--- src/rtl/sprite_pkg.sv ---
// ---------------------------------------------------------------------------
// sprite_pkg
// Shared constants, types and helpers for the sprite motion controller.
//   H_ACTIVE / V_ACTIVE : visible raster size (1280 x 720)
//   state_t             : scheduler states IDLE -> STEP_X -> STEP_Y -> COMMIT
//   vel_t               : default-width signed velocity (pixels/frame)
//   clamp_pos()         : clamp a coordinate into [lo, hi]
// ---------------------------------------------------------------------------
package sprite_pkg;

    localparam int H_ACTIVE  = 1280;
    localparam int V_ACTIVE  = 720;
    localparam int VEL_W_DEF = 6;

    typedef enum logic [1:0] {
        IDLE   = 2'd0,
        STEP_X = 2'd1,
        STEP_Y = 2'd2,
        COMMIT = 2'd3
    } state_t;

    typedef logic signed [VEL_W_DEF-1:0] vel_t;

    function automatic logic [10:0] clamp_pos(input logic [10:0] p,
                                              input logic [10:0] lo,
                                              input logic [10:0] hi);
        if (p < lo)
            return lo;
        else if (p > hi)
            return hi;
        else
            return p;
    endfunction

endpackage

--- src/rtl/sprite_motion_ctrl_if.sv ---
// ---------------------------------------------------------------------------
// sprite_motion_ctrl_if
// Configuration port of the sprite motion controller.
//   cfg_valid / cfg_ready : handshake
//   cfg_x, cfg_y          : new centre position
//   cfg_vx, cfg_vy        : new signed velocities
// Handshake: the master raises cfg_valid with stable fields and holds them
// until a cycle where cfg_ready is also high; the transfer happens on that
// rising clock edge. cfg_ready never depends on cfg_valid.
// Modports: master (config source), slave (sprite_motion_ctrl).
// ---------------------------------------------------------------------------
interface sprite_motion_ctrl_if #(
    parameter int VEL_W = 6
);
    logic                    cfg_valid;
    logic                    cfg_ready;
    logic [10:0]             cfg_x;
    logic [9:0]              cfg_y;
    logic signed [VEL_W-1:0] cfg_vx;
    logic signed [VEL_W-1:0] cfg_vy;

    modport master (output cfg_valid, cfg_x, cfg_y, cfg_vx, cfg_vy,
                    input  cfg_ready);
    modport slave  (input  cfg_valid, cfg_x, cfg_y, cfg_vx, cfg_vy,
                    output cfg_ready);
endinterface

--- src/rtl/axis_step.sv ---
// ---------------------------------------------------------------------------
// axis_step
// Combinational one-axis position update, shared by X and Y.
//   i_pos, i_vel        : current position and (signed) velocity
//   i_active, i_radius  : axis size and edge margin; legal range is
//                         [i_radius, i_active-1-i_radius]
//   i_load, i_load_pos  : replace the step by a direct load (velocity passes)
//   o_pos, o_vel, o_hit : next position, next velocity, edge event
// Macro SPRITE_WRAP_EN: edges wrap around instead of bouncing.
// ---------------------------------------------------------------------------
module axis_step #(
    parameter int VEL_W = 6
) (
    input  logic [10:0]             i_pos,
    input  logic signed [VEL_W-1:0] i_vel,
    input  logic [10:0]             i_active,
    input  logic [10:0]             i_radius,
    input  logic                    i_load,
    input  logic [10:0]             i_load_pos,
    output logic [10:0]             o_pos,
    output logic signed [VEL_W-1:0] o_vel,
    output logic                    o_hit
);
    logic signed [12:0] w_nxt;
    logic signed [12:0] w_lo;
    logic signed [12:0] w_hi;
    logic signed [12:0] w_act;
`ifndef SPRITE_WRAP_EN
    logic signed [VEL_W-1:0] w_neg;
`endif

    always_comb begin
        // 13-bit signed sum cannot overflow for an 11-bit position
        w_nxt = signed'({2'b00, i_pos}) + signed'({{(13-VEL_W){i_vel[VEL_W-1]}}, i_vel});
        w_act = signed'({2'b00, i_active});
        w_lo  = signed'({2'b00, i_radius});
        w_hi  = w_act - w_lo - 13'sd1;
`ifndef SPRITE_WRAP_EN
        // most negative velocity saturates instead of wrapping back to itself
        w_neg = (i_vel == {1'b1, {(VEL_W-1){1'b0}}}) ? {1'b0, {(VEL_W-1){1'b1}}} : -i_vel;
`endif
        o_pos = 11'(w_nxt);
        o_vel = i_vel;
        o_hit = 1'b0;
        if (i_load) begin
            o_pos = i_load_pos;
        end else if (w_nxt < w_lo) begin
            o_hit = 1'b1;
`ifdef SPRITE_WRAP_EN
            o_pos = 11'(w_nxt + w_act);
`else
            o_pos = i_radius;
            o_vel = w_neg;
`endif
        end else if (w_nxt > w_hi) begin
            o_hit = 1'b1;
`ifdef SPRITE_WRAP_EN
            o_pos = 11'(w_nxt - w_act);
`else
            o_pos = 11'(w_hi);
            o_vel = w_neg;
`endif
        end
    end
endmodule

--- src/rtl/sprite_motion_ctrl.sv ---
// ---------------------------------------------------------------------------
// sprite_motion_ctrl
// Per-frame scheduler for the sprite centre. At start of vertical blank
// (hcount=1280, vcount=720) it runs X step, Y step, then commits both axes.
//   clk_in, rst_in         : pixel clock, async active-high reset
//   hcount_in, vcount_in   : raster position from the timing generator
//   pause_in               : freeze motion (sampled at frame start)
//   cfg                    : config handshake (sprite_motion_ctrl_if.slave)
//   x_out, y_out           : committed centre, stable during active video
//   bounce_out             : one-cycle pulse at commit on any edge event
//   state_out              : current scheduler state (debug)
// Macro SPRITE_WRAP_EN: edges wrap; legal range becomes the full screen.
// ---------------------------------------------------------------------------
module sprite_motion_ctrl
    import sprite_pkg::*;
#(
    parameter int RADIUS  = 64,
    parameter int INIT_VX = 2,
    parameter int INIT_VY = 1,
    parameter int VEL_W   = VEL_W_DEF
) (
    input  logic                 clk_in,
    input  logic                 rst_in,
    input  logic [10:0]          hcount_in,
    input  logic [9:0]           vcount_in,
    input  logic                 pause_in,
    sprite_motion_ctrl_if.slave  cfg,
    output logic [10:0]          x_out,
    output logic [9:0]           y_out,
    output logic                 bounce_out,
    output state_t               state_out
);
`ifdef SPRITE_WRAP_EN
    localparam int EFF_R = 0;
`else
    localparam int EFF_R = RADIUS;
`endif
    localparam logic [10:0] X_LO = 11'(EFF_R);
    localparam logic [10:0] X_HI = 11'(H_ACTIVE - 1 - EFF_R);
    localparam logic [10:0] Y_LO = 11'(EFF_R);
    localparam logic [10:0] Y_HI = 11'(V_ACTIVE - 1 - EFF_R);

    state_t r_state, w_next;

    logic [10:0]             r_x, r_wx, r_cfg_x;
    logic [9:0]              r_y, r_wy, r_cfg_y;
    logic signed [VEL_W-1:0] r_vx, r_vy, r_cfg_vx, r_cfg_vy;
    logic                    r_pending, r_load, r_pause, r_hit, r_bounce;

    logic                    w_frame_start, w_xfer, w_is_x, w_hit;
    logic [10:0]             w_step_pos, w_active, w_load_pos, w_new_pos;
    logic signed [VEL_W-1:0] w_step_vel, w_new_vel;

    assign w_frame_start = (hcount_in == 11'(H_ACTIVE)) && (vcount_in == 10'(V_ACTIVE));
    assign cfg.cfg_ready = !rst_in && (r_state == IDLE) && !r_pending;
    assign w_xfer        = cfg.cfg_valid && cfg.cfg_ready;

    always_ff @(posedge clk_in or posedge rst_in) begin
        if (rst_in) r_state <= IDLE;
        else        r_state <= w_next;
    end

    always_comb begin
        w_next = r_state;
        case (r_state)
            IDLE:    if (w_frame_start) w_next = STEP_X;
            STEP_X:  w_next = STEP_Y;
            STEP_Y:  w_next = COMMIT;
            COMMIT:  w_next = IDLE;
            default: w_next = IDLE;
        endcase
    end

    // Shared axis unit: operand selection by state. A load frame uses the
    // config velocity; a paused frame steps by zero.
    always_comb begin
        w_is_x     = (r_state == STEP_X);
        w_step_pos = w_is_x ? r_x : {1'b0, r_y};
        w_active   = w_is_x ? 11'(H_ACTIVE) : 11'(V_ACTIVE);
        w_load_pos = w_is_x ? clamp_pos(r_cfg_x, X_LO, X_HI)
                            : clamp_pos({1'b0, r_cfg_y}, Y_LO, Y_HI);
        if (r_load)
            w_step_vel = w_is_x ? r_cfg_vx : r_cfg_vy;
        else if (r_pause)
            w_step_vel = '0;
        else
            w_step_vel = w_is_x ? r_vx : r_vy;
    end

    axis_step #(.VEL_W(VEL_W)) u_axis_step (
        .i_pos      (w_step_pos),
        .i_vel      (w_step_vel),
        .i_active   (w_active),
        .i_radius   (11'(EFF_R)),
        .i_load     (r_load),
        .i_load_pos (w_load_pos),
        .o_pos      (w_new_pos),
        .o_vel      (w_new_vel),
        .o_hit      (w_hit)
    );

    always_ff @(posedge clk_in or posedge rst_in) begin
        if (rst_in) begin
            r_x       <= 11'(H_ACTIVE / 2);
            r_y       <= 10'(V_ACTIVE / 2);
            r_wx      <= 11'(H_ACTIVE / 2);
            r_wy      <= 10'(V_ACTIVE / 2);
            r_vx      <= VEL_W'(INIT_VX);
            r_vy      <= VEL_W'(INIT_VY);
            r_cfg_x   <= '0;
            r_cfg_y   <= '0;
            r_cfg_vx  <= '0;
            r_cfg_vy  <= '0;
            r_pending <= 1'b0;
            r_load    <= 1'b0;
            r_pause   <= 1'b0;
            r_hit     <= 1'b0;
            r_bounce  <= 1'b0;
        end else begin
            r_bounce <= 1'b0;
            if (w_xfer) begin
                r_pending <= 1'b1;
                r_cfg_x   <= cfg.cfg_x;
                r_cfg_y   <= cfg.cfg_y;
                r_cfg_vx  <= cfg.cfg_vx;
                r_cfg_vy  <= cfg.cfg_vy;
            end
            case (r_state)
                IDLE: begin
                    // A transfer on the frame-start cycle is not seen here
                    // (old r_pending), so it waits for the next frame.
                    if (w_frame_start) begin
                        r_load  <= r_pending;
                        r_pause <= pause_in;
                    end
                end
                STEP_X: begin
                    r_wx  <= w_new_pos;
                    r_hit <= w_hit;
                    if (r_load || !r_pause) r_vx <= w_new_vel;
                end
                STEP_Y: begin
                    r_wy  <= w_new_pos[9:0];
                    r_hit <= r_hit | w_hit;
                    if (r_load || !r_pause) r_vy <= w_new_vel;
                end
                COMMIT: begin
                    r_x      <= r_wx;
                    r_y      <= r_wy;
                    r_bounce <= r_hit;
                    if (r_load) r_pending <= 1'b0;
                end
                default: ;
            endcase
        end
    end

    assign x_out      = r_x;
    assign y_out      = r_y;
    assign bounce_out = r_bounce;
    assign state_out  = r_state;
endmodule
--- src/flat_wrapper.sv ---
// flat-port wrapper written by rule: the top's interface ports become plain ports
module sprite_motion_ctrl_flat import sprite_pkg::*;
#(
    parameter int RADIUS  = 64,
    parameter int INIT_VX = 2,
    parameter int INIT_VY = 1,
    parameter int VEL_W   = VEL_W_DEF
)
  (clk_in, rst_in, hcount_in, vcount_in, pause_in, x_out, y_out, bounce_out, state_out, cfg_cfg_valid, cfg_cfg_x, cfg_cfg_y, cfg_cfg_vx, cfg_cfg_vy, cfg_cfg_ready);
  sprite_motion_ctrl_if #(.VEL_W(VEL_W)) cfg_i ();
  input  logic clk_in;
  input  logic rst_in;
  input  logic [10:0] hcount_in;
  input  logic [9:0] vcount_in;
  input  logic pause_in;
  output logic [10:0] x_out;
  output logic [9:0] y_out;
  output logic bounce_out;
  output state_t state_out;
  input wire logic [$bits(cfg_i.cfg_valid)-1:0] cfg_cfg_valid;
  input wire logic [$bits(cfg_i.cfg_x)-1:0] cfg_cfg_x;
  input wire logic [$bits(cfg_i.cfg_y)-1:0] cfg_cfg_y;
  input wire logic [$bits(cfg_i.cfg_vx)-1:0] cfg_cfg_vx;
  input wire logic [$bits(cfg_i.cfg_vy)-1:0] cfg_cfg_vy;
  output wire logic [$bits(cfg_i.cfg_ready)-1:0] cfg_cfg_ready;
  assign cfg_i.cfg_valid = cfg_cfg_valid;
  assign cfg_i.cfg_x = cfg_cfg_x;
  assign cfg_i.cfg_y = cfg_cfg_y;
  assign cfg_i.cfg_vx = cfg_cfg_vx;
  assign cfg_i.cfg_vy = cfg_cfg_vy;
  assign cfg_cfg_ready = cfg_i.cfg_ready;
  sprite_motion_ctrl #(.RADIUS(RADIUS), .INIT_VX(INIT_VX), .INIT_VY(INIT_VY), .VEL_W(VEL_W)) u_core (.clk_in(clk_in), .rst_in(rst_in), .hcount_in(hcount_in), .vcount_in(vcount_in), .pause_in(pause_in), .cfg(cfg_i), .x_out(x_out), .y_out(y_out), .bounce_out(bounce_out), .state_out(state_out));
endmodule
--- config.mk ---
export PLATFORM = sky130hd
export DESIGN_NAME = sprite_motion_ctrl_flat
export DESIGN_NICKNAME = d
export VERILOG_FILES = /design/src/rtl/sprite_pkg.sv /design/src/rtl/sprite_motion_ctrl_if.sv /design/src/rtl/axis_step.sv /design/src/rtl/sprite_motion_ctrl.sv /design/src/flat_wrapper.sv
export SDC_FILE = /design/constraint.sdc
export NUM_CORES = 1
export LEC_CHECK = 0
export BUFFER_PORTS_ARGS = -buffer_cell sky130_fd_sc_hd__buf_2
export CAP_MARGIN = 0
export CORE_MARGIN = 3
export CORE_UTILIZATION = 40
export DETAILED_ROUTE_END_ITERATION = 12
export PLACE_DENSITY = 0.55
export SLEW_MARGIN = 20
export SYNTH_ARGS = -nofsm -noshare
export SYNTH_HDL_FRONTEND = slang
export SYNTH_SLANG_ARGS = --single-unit
export TNS_END_PERCENT = 1
--- constraint.sdc ---
create_clock -name clk_in -period 6.8 [get_ports clk_in]
set_clock_uncertainty 0.1 [all_clocks]
set_input_delay 1.7 -clock clk_in [delete_from_list [all_inputs] [get_ports clk_in]]
set_output_delay 1.7 -clock clk_in [all_outputs]
set_load 0.01 [all_outputs]
* Word level (Yosys, flattened, before mapping)
Index checks and enable logic that the tools add are counted.
Word-level totals: logic and storage cells 75, input bits 58, output and inout port bits 25, bits in registers 94
Cells by class: bitwise logic cells 1, mux-type cells 28, equal/unequal tests 7, magnitude comparators 6, $add $sub $neg 4, reduce and logical (&&, ||, !) cells 13
Operators with widths (number):
- 11-bit 2-to-1 mux | 9
- 6-bit 2-to-1 mux | 8
- 12-bit by 6-bit adder with 13-bit output | 1
- 13-bit greater-than comparator | 1
- 13-bit by 8-bit less-than comparator with 1-bit output, second input constant | 1
- 12-bit by 2-bit subtractor with 13-bit output, second input constant | 1
- 11-bit by 7-bit subtractor with 12-bit output, second input constant | 1
- 11-bit == test, second input constant | 1
- 11-bit greater-than comparator, second input constant | 1
- 11-bit by 7-bit less-than comparator with 1-bit output, second input constant | 1
- 10-bit == test, second input constant | 1
- 10-bit greater-than comparator, second input constant | 1
- 10-bit by 7-bit less-than comparator with 1-bit output, second input constant | 1
- 10-bit 2-to-1 mux | 1
- 2-bit case mux with 4 select lines | 1
- 1-bit 2-to-1 mux | 7
- 6-bit == test, second input constant | 1
- 6-bit negation | 1
- 2-bit AND reduction | 3
- 2-bit == test, second input constant | 2
- 1-bit logical AND | 4
- 1-bit zero test | 3
- 2-bit by 1-bit == test with 1-bit output, second input constant | 1
- 2-bit zero test | 1
- 6 further kinds | 6

* Longest topological paths before layout
Gate-level depths: netlist of the first run.
depth after elaboration 11, depth in mapped cells 26, depth with buffers taken out 22

* Cells and area by module
From an unflattened synthesis of the first run, not the netlist that was laid out.
Unflattened totals: cell total of the unflattened synthesis 653, area total of the unflattened synthesis 6715.2 µm²
By module, submodules not included:
- sprite_motion_ctrl | times used 1, area an instance 4249.1 µm², sequential area each 2369.8 µm², cells each 311
- axis_step | times used 1, area an instance 2466.1 µm², sequential area each 0.0 µm², cells each 342

* Worst setup path before layout of the first run
OpenSTA, ideal clock, no wires.
path type register to register, start point register u_core.r_state[1] (netlist: u_core.state_out[1]), end point register u_core.r_vx[3], library setup time 0.082 ns, path buffers 6, stages on the path, launching flop included 27, arrival time 5.887 ns, required time 6.618 ns, setup slack 0.731 ns, path through dfrtp_1 -> inv_1 -> ha_1 -> buf_2 -> buf_2 -> buf_1 -> clkbuf_1 -> clkbuf_1 -> mux2_2 -> ha_1 -> fa_1 -> nand3_1 -> a21oi_1 -> and4_1 -> nor3_1 -> o31ai_4 -> xnor2_1 -> ha_1 -> and2_1 -> nand2b_1 -> mux2i_1 -> a221oi_2 -> o21a_4 -> buf_6 -> nand2_1 -> a221o_1 -> a31oi_1
Between the ends: longest elaborated chain between the ends 9
RTL lines:
- from (decl) | line sprite_motion_ctrl.sv:43 | state_t r_state, w_next;
- from (signal assigned) | line sprite_motion_ctrl.sv:60 | else r_state <= w_next;
- 2-bit by 1-bit == test with 1-bit output (*) | line sprite_motion_ctrl.sv:77, sprite_motion_ctrl.sv:128
- parallel branches: the longest is 8 deep, another holds 12-bit by 2-bit subtractor with 13-bit output
- to (signal assigned) | line sprite_motion_ctrl.sv:108 | r_vx <= VEL_W'(INIT_VX);
- to (signal assigned) | line sprite_motion_ctrl.sv:140 | if (r_load || !r_pause) r_vx <= w_new_vel;
- to (decl) | line sprite_motion_ctrl.sv:47 | logic signed [VEL_W-1:0] r_vx, r_vy, r_cfg_vx, r_cfg_vy;
Mark *: on every way between the ends. A chain may end at the register's enable or synchronous reset.

* Worst setup path in the final report of the first run
start point register u_core.r_state[1] (netlist: u_core.state_out[1]), end point register u_core.r_wx[4]
Between the ends: longest elaborated chain between the ends 9
RTL lines:
- 2-bit by 1-bit == test with 1-bit output (*) | line sprite_motion_ctrl.sv:77, sprite_motion_ctrl.sv:128
- parallel branches: the longest is 8 deep, another holds 12-bit by 2-bit subtractor with 13-bit output
- to (signal assigned) | line sprite_motion_ctrl.sv:106 | r_wx <= 11'(H_ACTIVE / 2);
- to (signal assigned) | line sprite_motion_ctrl.sv:138 | r_wx <= w_new_pos;
- to (decl) | line sprite_motion_ctrl.sv:45 | logic [10:0] r_x, r_wx, r_cfg_x;
Marked as above.

==> flow_summary_export.csv, run 1 <==
group,metric,value,unit
placed_design,place_ws,0.891,ns
placed_design,io_buffers,82,
sta,tns,0,ns
sta,setup_ws,0.779,ns
critical_path,r2r-start,"u_core.state_out[1]$_DFFE_PP0P_",
clock_tree,cts_sinks,94,
logic_synthesis,ys_seq_elements,94,
critical_path,cp-startpoint,"u_core.state_out[1]$_DFFE_PP0P_",
floorplan,die_w,124,microns
logic_synthesis,synth_top_area_share,36.0,%
placed_design,gp_congestion,0.909,
critical_path,max_stage_delay,0.47,ns
critical_path,worstPathRequired,6.97,ns
critical_path,crit_top_cell,"ha_1",
layout,synthToLayoutAreaGrowth,15.9,%
global_routing,grt_overflow_total,0,
layout,antenna_cells,0,
floorplan,die-area,0.0154,sq mm
global_routing,grt_antenna_before_repair,0,
clock_tree,cts_hold_buffers,0,
sta,drv_slew,0,
logic_synthesis,yosys-top-cells-count,"dfrtp_1 (80), mux2_2 (64), nand2_1 (64)",
critical_path,worstSetupEndpointType,"flop",
layout,regArea,0.00237,sq mm
critical_path,crit_path_cell_trace,"inv_1 -> ha_2 -> buf_4 -> mux2_2 -> ha_1 -> fa_1 -> nand3_1 -> a21oi_1 -> and4_1 -> nor3_1 -> o31ai_4 -> xnor2_1 -> ha_1 -> and2_1 -> nand2b_1 -> mux2i_1 -> and4b_1 -> o21a_4 -> nor2_1 -> o21ai_0 -> a31oi_1",
logic_synthesis,syn_area_per_cell,10.0,sq um
clock_tree,cts_buffers,9,
global_routing,grt_pass1_vias,4442,
critical_path,cpLargestDelayFamily,"simple AND/OR/NAND/NOR gates",
worst_hold_path,hold_class,"flop to flop",
layout,drive_above_1_share,30.4,%
routing,drc_errors,0,
layout,stdcell_count,810,
floorplan,core-area,0.0134,sq mm
logic_synthesis,synthAdderAreaFrac,4.63,%
logic_synthesis,yosys.cell_types.count,65,
logic_synthesis,synthTopCellsByArea,"dfrtp_1 (36%), mux2_2 (13%), dfstp_2 (6.6%)",
routing,drt_pass1_iterations,4,
clock_tree,cts_tree,"done",
logic_synthesis,synth_flop_cell,"dfrtp_1",
sta,min_period,6.02,ns
global_routing,track_usage,19.7,%
logic_synthesis,yosysTopAreaCell,"dfrtp_1",
routing,viasPerCell,5.58,
layout,layout.nets,707,
clock_tree,postCtsSetupRepairBufs,0,
worst_hold_path,min-delay-start,"u_core.r_vx[0]$_DFFE_PP0P_",
layout,fill_cells,1318,
logic_synthesis,synth_nets,632,
logic_synthesis,synth_edf_count,0,
floorplan,num_rows,42,
sta,relSlewSlack,38.0,%
critical_path,crit_type,"flop to flop",
clock_tree,root_buffer,"clkbuf_16",
routing,wl_per_cell,17.7,microns
sta,setup_viol,0,
clock_tree,path_clk_slew,0.07,ns
layout,multiInputGateArea,0.00300,sq mm
floorplan,ios,83,
logic_synthesis,synth_cells,554,
logic_synthesis,ys.warnings.count,0,
global_routing,grt_first_pass_wirelength,23400,microns
routing,antenna_left,0,
routing,wl,14400,microns
logic_synthesis,synthMuxAreaShare,14.8,%
routing,drtIter0Drc,196,
logic_synthesis,synth_top_family_by_area,"compound AO/OA/AOI/OAI gates",
critical_path,crit_buf_inv,2,
clock_tree,clk_latency,0.35,ns
logic_synthesis,synth_most_common_cell,"dfrtp_1",
critical_path,start_kind,"flop",
global_routing,grt_max_degree,69,
status,outcome,"complete, no violations",
clock_tree,cts.path.max_buffers,2,
clock_tree,post_cts_resized,0,
logic_synthesis,yosysSeqAreaShare,42.6,%
logic_synthesis,synth_compound_area_share,18.5,%
sta,hold_violations,0,
logic_synthesis,async_flop_share,100,%
logic_synthesis,yosys.area_share.simple,14.5,%
sta,max_freq,166,MHz
routing,vias,4523,
critical_path,crit_slowest_cell,"buf_4",
critical_path,critPathArrivalTime,6.19,ns
sta,rsz0062_at_grt,"no",
sta,hold_slack,0.388,ns
critical_path,cp_max_fo,42,
placed_design,dpl.hpwl,10800,microns
floorplan,start_util,41.5,%
logic_synthesis,synthXorXnorAreaFrac,1.57,%
logic_synthesis,syn-cell-area,0.00556,sq mm
clock_tree,htreeDepth,3,
floorplan,die_y,124,microns
job,drv.max_cap_violation_count,0,
placed_design,placedCellCount,794,
sta,max_slew.worst_pin.slew,0.931,ns
sta,fin_crit_sh,88.5,%
## registers in the layout (all words and copies together), names as in the netlist
register	cells
u_core.r_cfg_vy	6
u_core.r_load	1
u_core.y_out	10
u_core.r_pause	1
u_core.x_out	11
u_core.r_wy	10
u_core.r_cfg_x	11
u_core.r_cfg_y	10
u_core.state_out	2
u_core.r_vy	6
u_core.r_hit	1
u_core.r_vx	6
u_core.bounce_out	1
u_core.r_wx	11
u_core.r_cfg_vx	6
u_core.r_pending	1
## tightest hold or removal path, delay by kind of cell (launching register included)
| family | cells | cell delay (ns) |
|---|---|---|
| DFF | 1 | 0.35 |
| AOI/OAI and AO/OA | 1 | 0.06 |
| and+or+nand+nor | 1 | 0.05 |
## stage by stage
stage / util, % / area, sq um
6_report: 48.1 / 6450
5_1_grt: 48.1 / 6450
4_1_cts: 48.1 / 6450
3_5_place_dp: 45.8 / 6140
3_3_place_gp: 45.8 / 6140
2_1_floorplan: - / 5560
## per-layer routing
metal	GRT usage (%)	share of wire, %	wire [microns]	vias to the layer above
met4	7.80	2.0	281	0
li1	-	-	-	2189
met3	3.54	4.8	683	20
met5	0	0	0	-
met2	31.4	48	6830	87
met1	26.7	46	6580	2227
## cell families after synthesis
group / count (synthesis)
AOI/OAI and AO/OA: 147
DFF: 94
xor gates and xnor gates: 10
muxes: 74
buffers and inverters: 45
and+or+nand+nor: 164
adders and majority gates: 20
## layout make-up
cell class | count | area share [%]
multi-input cells | 415 | 46.5
clock inverters | 2 | 0.601
well taps | 176 | 3.41
flip-flops and latches | 94 | 36.7
repair buffers | 89 | 7.18
clock buffers | 14 | 4.25
inverters | 20 | 1.26
## worst paths after layout
path / end / slack, ns / cells after the start
setup reg to reg: u_core.r_wx[4]$_DFFE_PP0P_ / 0.78 / 21
hold / removal: u_core.r_vx[0]$_DFFE_PP0P_ / 0.39 / 2
hold reg to reg: u_core.r_vx[0]$_DFFE_PP0P_ / 0.39 / 2
max in group asynchronous: u_core.r_pending$_DFF_PP0_ / 4.10 / 3
min in group asynchronous: u_core.r_cfg_vx[1]$_DFFE_PP0P_ / 1.27 / 2
setup / recovery: u_core.r_wx[4]$_DFFE_PP0P_ / 0.78 / 21
## placed cells by master (no fill, tap or decap), drive strengths merged, types with 6 or more instances in the layout
master	count
a21oi	27
o31ai	8
a211oi	6
mux2i	10
o21a	9
nor4	6
a21o	7
inv	18
nor3	8
buf	89
and2	9
mux2	64
nand2	64
o22a	10
dfrtp	80
nor2	33
ha	19
o21ai	39
a31oi	12
nand4	6
nand2b	8
clkbuf	14
dfstp	14
Power of run 1 is left out: the tool's default activity adds up to more than one toggle a clock period on the data nets, which glitch-free logic cannot reach.
==> run 2, diff against run 1 <==
Settings changed: CORE_UTILIZATION 40 to 58, PLACE_DENSITY 0.55 to 0.77, TNS_END_PERCENT 1 to default.
==> flow_summary_export.csv, run 2 (synthesized netlist as in run 1, its figures left out) <==
group,metric,value,unit
critical_path,worstPathRequired,6.98,ns
sta,rsz0062_at_grt,"no",
critical_path,worstSetupEndpointType,"flop",
sta,tns,0,ns
routing,vias,4664,
routing,wl_per_cell,18.3,microns
placed_design,place_ws,0.811,ns
layout,synthToLayoutAreaGrowth,12.3,%
critical_path,max_stage_delay,0.60,ns
layout,final_common_cell,"buf_2",
placed_design,placed_area,0.00606,sq mm
critical_path,start_kind,"flop",
sta,drv_slew,0,
placed_design,io_buffers,82,
global_routing,grt_overflow_total,0,
routing,drtIter0Drc,258,
sta,fin_crit_sh,89.7,%
global_routing,track_usage,26.2,%
floorplan,num_rows,35,
layout,layout.nets,705,
floorplan,start_util,59.9,%
placed_design,gp_congestion,0.953,
routing,wl,13900,microns
clock_tree,clk_latency,0.37,ns
floorplan,ios,83,
clock_tree,post_cts_resized,0,
routing,viasPerCell,6.13,
global_routing,grt_first_pass_wirelength,23200,microns
sta,relSlewSlack,40.7,%
critical_path,cp-startpoint,"u_core.state_out[1]$_DFFE_PP0P_",
clock_tree,htreeDepth,3,
clock_tree,cts.path.max_buffers,2,
status,outcome,"complete, no violations",
layout,regArea,0.00237,sq mm
floorplan,core-area,0.00928,sq mm
sta,hold_slack,0.386,ns
layout,fill_cells,782,
critical_path,crit_type,"flop to flop",
sta,setup_ws,0.702,ns
clock_tree,root_buffer,"clkbuf_8",
clock_tree,postCtsSetupRepairBufs,0,
critical_path,crit_buf_inv,2,
global_routing,grt_antenna_before_repair,0,
routing,antenna_left,0,
clock_tree,path_clk_slew,0.10,ns
sta,min_period,6.10,ns
sta,hold_violations,0,
global_routing,grt_max_degree,66,
sta,max_slew.worst_pin.slew,0.889,ns
layout,drive_above_1_share,30.5,%
critical_path,critPathArrivalTime,6.28,ns
critical_path,cp_max_fo,26,
routing,drc_errors,0,
clock_tree,cts_hold_buffers,0,
layout,fin_area,0.00625,sq mm
critical_path,crit_slowest_cell,"ha_2",
job,drv.max_cap_violation_count,0,
layout,layout_common_cells,"buf_2 (82), dfrtp_1 (80), mux2_2 (64), nand2_1 (64), o21ai_0 (39)",
clock_tree,cts_buffers,9,
critical_path,r2r-start,"u_core.state_out[1]$_DFFE_PP0P_",
sta,max_freq,164,MHz
floorplan,die_w,104,microns
placed_design,dpl.hpwl,10400,microns
layout,multiInputGateArea,0.00300,sq mm
critical_path,cpLargestDelayFamily,"simple AND/OR/NAND/NOR gates",
floorplan,die_y,104,microns
worst_hold_path,hold_class,"flop to flop",
critical_path,regToRegSetupSlack,0.70,ns
sta,setup_viol,0,
layout,antenna_cells,0,
worst_hold_path,min-delay-start,"u_core.r_vx[2]$_DFFE_PP0P_",
global_routing,grt_pass1_vias,4628,
critical_path,crit_path_cell_trace,"inv_1 -> ha_2 -> mux2_2 -> nand2_1 -> o21a_1 -> inv_1 -> ha_1 -> a21oi_1 -> and2_1 -> nor4_1 -> nor3_1 -> o31ai_4 -> xnor2_1 -> ha_1 -> and2_1 -> nand2b_1 -> mux2i_1 -> and4b_1 -> o21a_4 -> nor2_1 -> o21ai_0 -> a31oi_1",
routing,drt_pass1_iterations,5,
clock_tree,cts_sinks,94,
floorplan,die-area,0.0108,sq mm
clock_tree,cts_tree,"done",
## run 2: cell types whose count changed in the layout (fill, tap and decap cells not counted), sizes merged
cell,previous run,this run
buf,89,87
clkinvlp,0,1
bufinv,1,0
clkinv,3,4
clkbuf,14,10
inv,18,21
## run 2: per-stage QoR
| stage | cells | utilization [%] |
|---|---|---|
| 2_1_floorplan | 554 | - |
| 5_1_grt | 761 | 67.3 |
| 6_report | 761 | 67.3 |
| 3_3_place_gp | 745 | 65.3 |
| 3_5_place_dp | 745 | 65.3 |
| 4_1_cts | 761 | 67.3 |
## run 2: worst paths after layout
| kind | to | cells after the start |
|---|---|---|
| worst min register to register | u_core.r_vx[2]$_DFFE_PP0P_ | 2 |
| min in group asynchronous | u_core.r_hit$_DFFE_PP0P_ | 2 |
| worst min-delay path | u_core.r_vx[2]$_DFFE_PP0P_ | 2 |
| worst max-delay path | u_core.r_wx[5]$_DFFE_PP0P_ | 22 |
| worst max register to register | u_core.r_wx[5]$_DFFE_PP0P_ | 22 |
| max in group asynchronous | u_core.x_out[8]$_DFFE_PP0N_ | 3 |
## run 2: routing by layer
layer	up-vias	global-route usage [%]	part of all wire, %
met4	0	6.84	1.4
met2	153	44.5	49
met3	19	3.72	5.7
met5	-	0	0
li1	2178	-	-
met1	2314	35.5	44
## run 2: area by class of cell
type	instances	share of cell area [%]
Multi-Input combinational cell	415	48.1
Clock buffer	10	2.04
Clock inverter	6	0.861
Inverter	20	1.30
Timing Repair Buffer	87	7.17
Tap cell	129	2.58
Sequential cell	94	37.9
## run 2: worst reg2reg max path: cells and delay by family (launching register included)
family	cells	cell delay [ns]
AO/OA/AOI/OAI	6	1.15
XOR/XNOR	1	0.42
adder cells (fa/ha/maj)	3	1.35
buffers and inverters	2	0.24
flip-flops	1	0.42
multiplexers	2	0.51
AND/OR/NAND/NOR	8	1.82
Power of run 2 is left out for the same reason.
==> run 3, diff against run 2 <==
Settings changed: CORE_UTILIZATION 58 to 44, PLACE_DENSITY 0.77 to 0.6.
Clock period 6.8 ns to 7.52 ns, I/O delays scaled along.
==> flow_summary_export.csv, run 3 (synthesized netlist as in run 1, its figures left out) <==
group,metric,value,unit
clock_tree,postCtsSetupRepairBufs,0,
worst_hold_path,min-delay-start,"u_core.r_vy[2]$_DFFE_PP0P_",
routing,drtIter0Drc,277,
worst_hold_path,holdPathEnd,"u_core.r_vy[2]$_DFFE_PP0P_",
clock_tree,cts_buffers,9,
critical_path,r2r-start,"u_core.state_out[1]$_DFFE_PP0P_",
sta,tns,0,ns
routing,vias,4504,
worst_hold_path,whs_path_depth,2,
clock_tree,htreeDepth,3,
routing,antenna_left,0,
critical_path,critPathArrivalTime,6.36,ns
critical_path,crit_type,"flop to flop",
sta,max_slew.worst_pin.slew,0.933,ns
clock_tree,clk_latency,0.35,ns
sta,rsz0062_at_grt,"no",
clock_tree,root_buffer,"clkbuf_16",
clock_tree,cts_hold_buffers,0,
routing,wl_per_cell,17.9,microns
global_routing,grt_max_degree,62,
clock_tree,cts_tree,"done",
floorplan,start_util,45.7,%
sta,fin_crit_sh,82.2,%
global_routing,track_usage,21.1,%
placed_design,place_ws,1.40,ns
critical_path,r2r-end,"u_core.r_wx[4]$_DFFE_PP0P_",
routing,wl,14300,microns
global_routing,grt_antenna_before_repair,0,
critical_path,start_kind,"flop",
critical_path,worstPathRequired,7.70,ns
sta,hold_violations,0,
floorplan,die-area,0.0140,sq mm
sta,max_freq,162,MHz
floorplan,die_y,118,microns
routing,met3_wirelength,757,microns
floorplan,core-area,0.0122,sq mm
sta,relSlewSlack,37.8,%
global_routing,grt_pass1_vias,4562,
placed_design,placed_area,0.00611,sq mm
floorplan,num_rows,40,
critical_path,worstSetupEndpointType,"flop",
placed_design,dpl.hpwl,10700,microns
clock_tree,post_cts_resized,0,
layout,fin_area,0.00642,sq mm
critical_path,cp_max_fo,39,
status,outcome,"complete, no violations",
routing,wl_met1,6360,microns
layout,drive_above_1_share,30.5,%
worst_hold_path,hold_class,"flop to flop",
routing,top_layer,"met4",
sta,drv_slew,0,
placed_design,io_buffers,82,
clock_tree,cts_sinks,94,
clock_tree,cts.path.max_buffers,2,
routing,drc_errors,0,
layout,final_common_cell,"buf_2",
global_routing,grt_first_pass_wirelength,23700,microns
placed_design,gp_congestion,0.829,
floorplan,die_w,118,microns
layout,antenna_cells,0,
floorplan,ios,83,
critical_path,reg2reg_depth,22,
routing,viasPerCell,5.63,
job,drv.max_cap_violation_count,0,
routing,wl_met2,6990,microns
critical_path,regToRegSetupSlack,1.34,ns
layout,layout.nets,705,
layout,layout_common_cells,"buf_2 (82), dfrtp_1 (80), mux2_2 (64), nand2_1 (64), o21ai_0 (39)",
global_routing,grt_overflow_total,0,
clock_tree,path_clk_slew,0.07,ns
sta,min_period,6.18,ns
sta,setup_viol,0,
sta,setup_ws,1.34,ns
routing,drt_pass1_iterations,5,
layout,synthToLayoutAreaGrowth,15.5,%
==> run 3: cell types whose count changed in the layout (fill, tap and decap cells not counted), sizes merged <==
cell      change
clkinvlp      -1
bufinv        +1
inv           -1
clkbuf        +1
==> run 3: layout make-up <==
cell class / instances / area [sq um]
fillers: 1160 / 5740
multi-input cells: 415 / 3010
flip-flops and latches: 94 / 2370
repair buffers: 87 / 448
clock buffers: 11 / 243
well taps: 168 / 210
inverters: 20 / 81.3
clock inverters: 5 / 65.1
==> run 3: worst max-delay path: stages (launching register included) <==
cell,delay [ns]
dfrtp_1,0.42
inv_1,0.14
ha_2,0.74
mux2_2,0.41
nand2_1,0.11
o21a_1,0.21
inv_1,0.10
ha_1,0.39
a21oi_1,0.25
and2_1,0.24
nor4_1,0.09
nor3_1,0.47
o31ai_4,0.09
xnor2_1,0.36
ha_1,0.32
and2_1,0.19
nand2b_1,0.07
mux2i_1,0.09
and4b_1,0.22
o21a_4,0.25
nor2_1,0.42
o21ai_0,0.20
a31oi_1,0.21
==> run 3: routing by layer <==
metal,GRT usage (%),vias to the layer above
met2,34.0,103
met5,0,-
met4,5.58,0
met3,5.50,14
li1,-,2191
met1,28.3,2196
==> run 3: how the worst max path moves through the flow <==
stage | depth (start not counted) | end | slack, ns | startpoint
final | 22 | u_core.r_wx[4]$_DFFE_PP0P_ | 1.34 | u_core.state_out[1]$_DFFE_PP0P_
after global routing | 22 | u_core.r_wx[4]$_DFFE_PP0P_ | 0.76 | u_core.state_out[1]$_DFFE_PP0P_
after CTS | 22 | u_core.r_wx[4]$_DFFE_PP0P_ | 1.37 | u_core.state_out[1]$_DFFE_PP0P_
after detailed placement | 22 | u_core.r_wx[4]$_DFFE_PP0P_ | 1.40 | u_core.state_out[1]$_DFFE_PP0P_
after global placement | 21 | u_core.r_wx[5]$_DFFE_PP0P_ | 1.58 | u_core.state_out[1]$_DFFE_PP0P_
after floorplan | 26 | u_core.r_vx[3]$_DFFE_PP0P_ | 1.45 | u_core.state_out[1]$_DFFE_PP0P_
==> run 3: metrics by stage <==
stage	utilization [%]	hold slack [ns]	instances
5_1_grt	52.8	0.410	800
3_5_place_dp	50.2	0.379	784
6_report	52.8	0.387	800
4_1_cts	52.8	0.393	800
3_3_place_gp	50.2	0.365	784
2_1_floorplan	-	0.345	554
Power of run 3 is left out for the same reason.
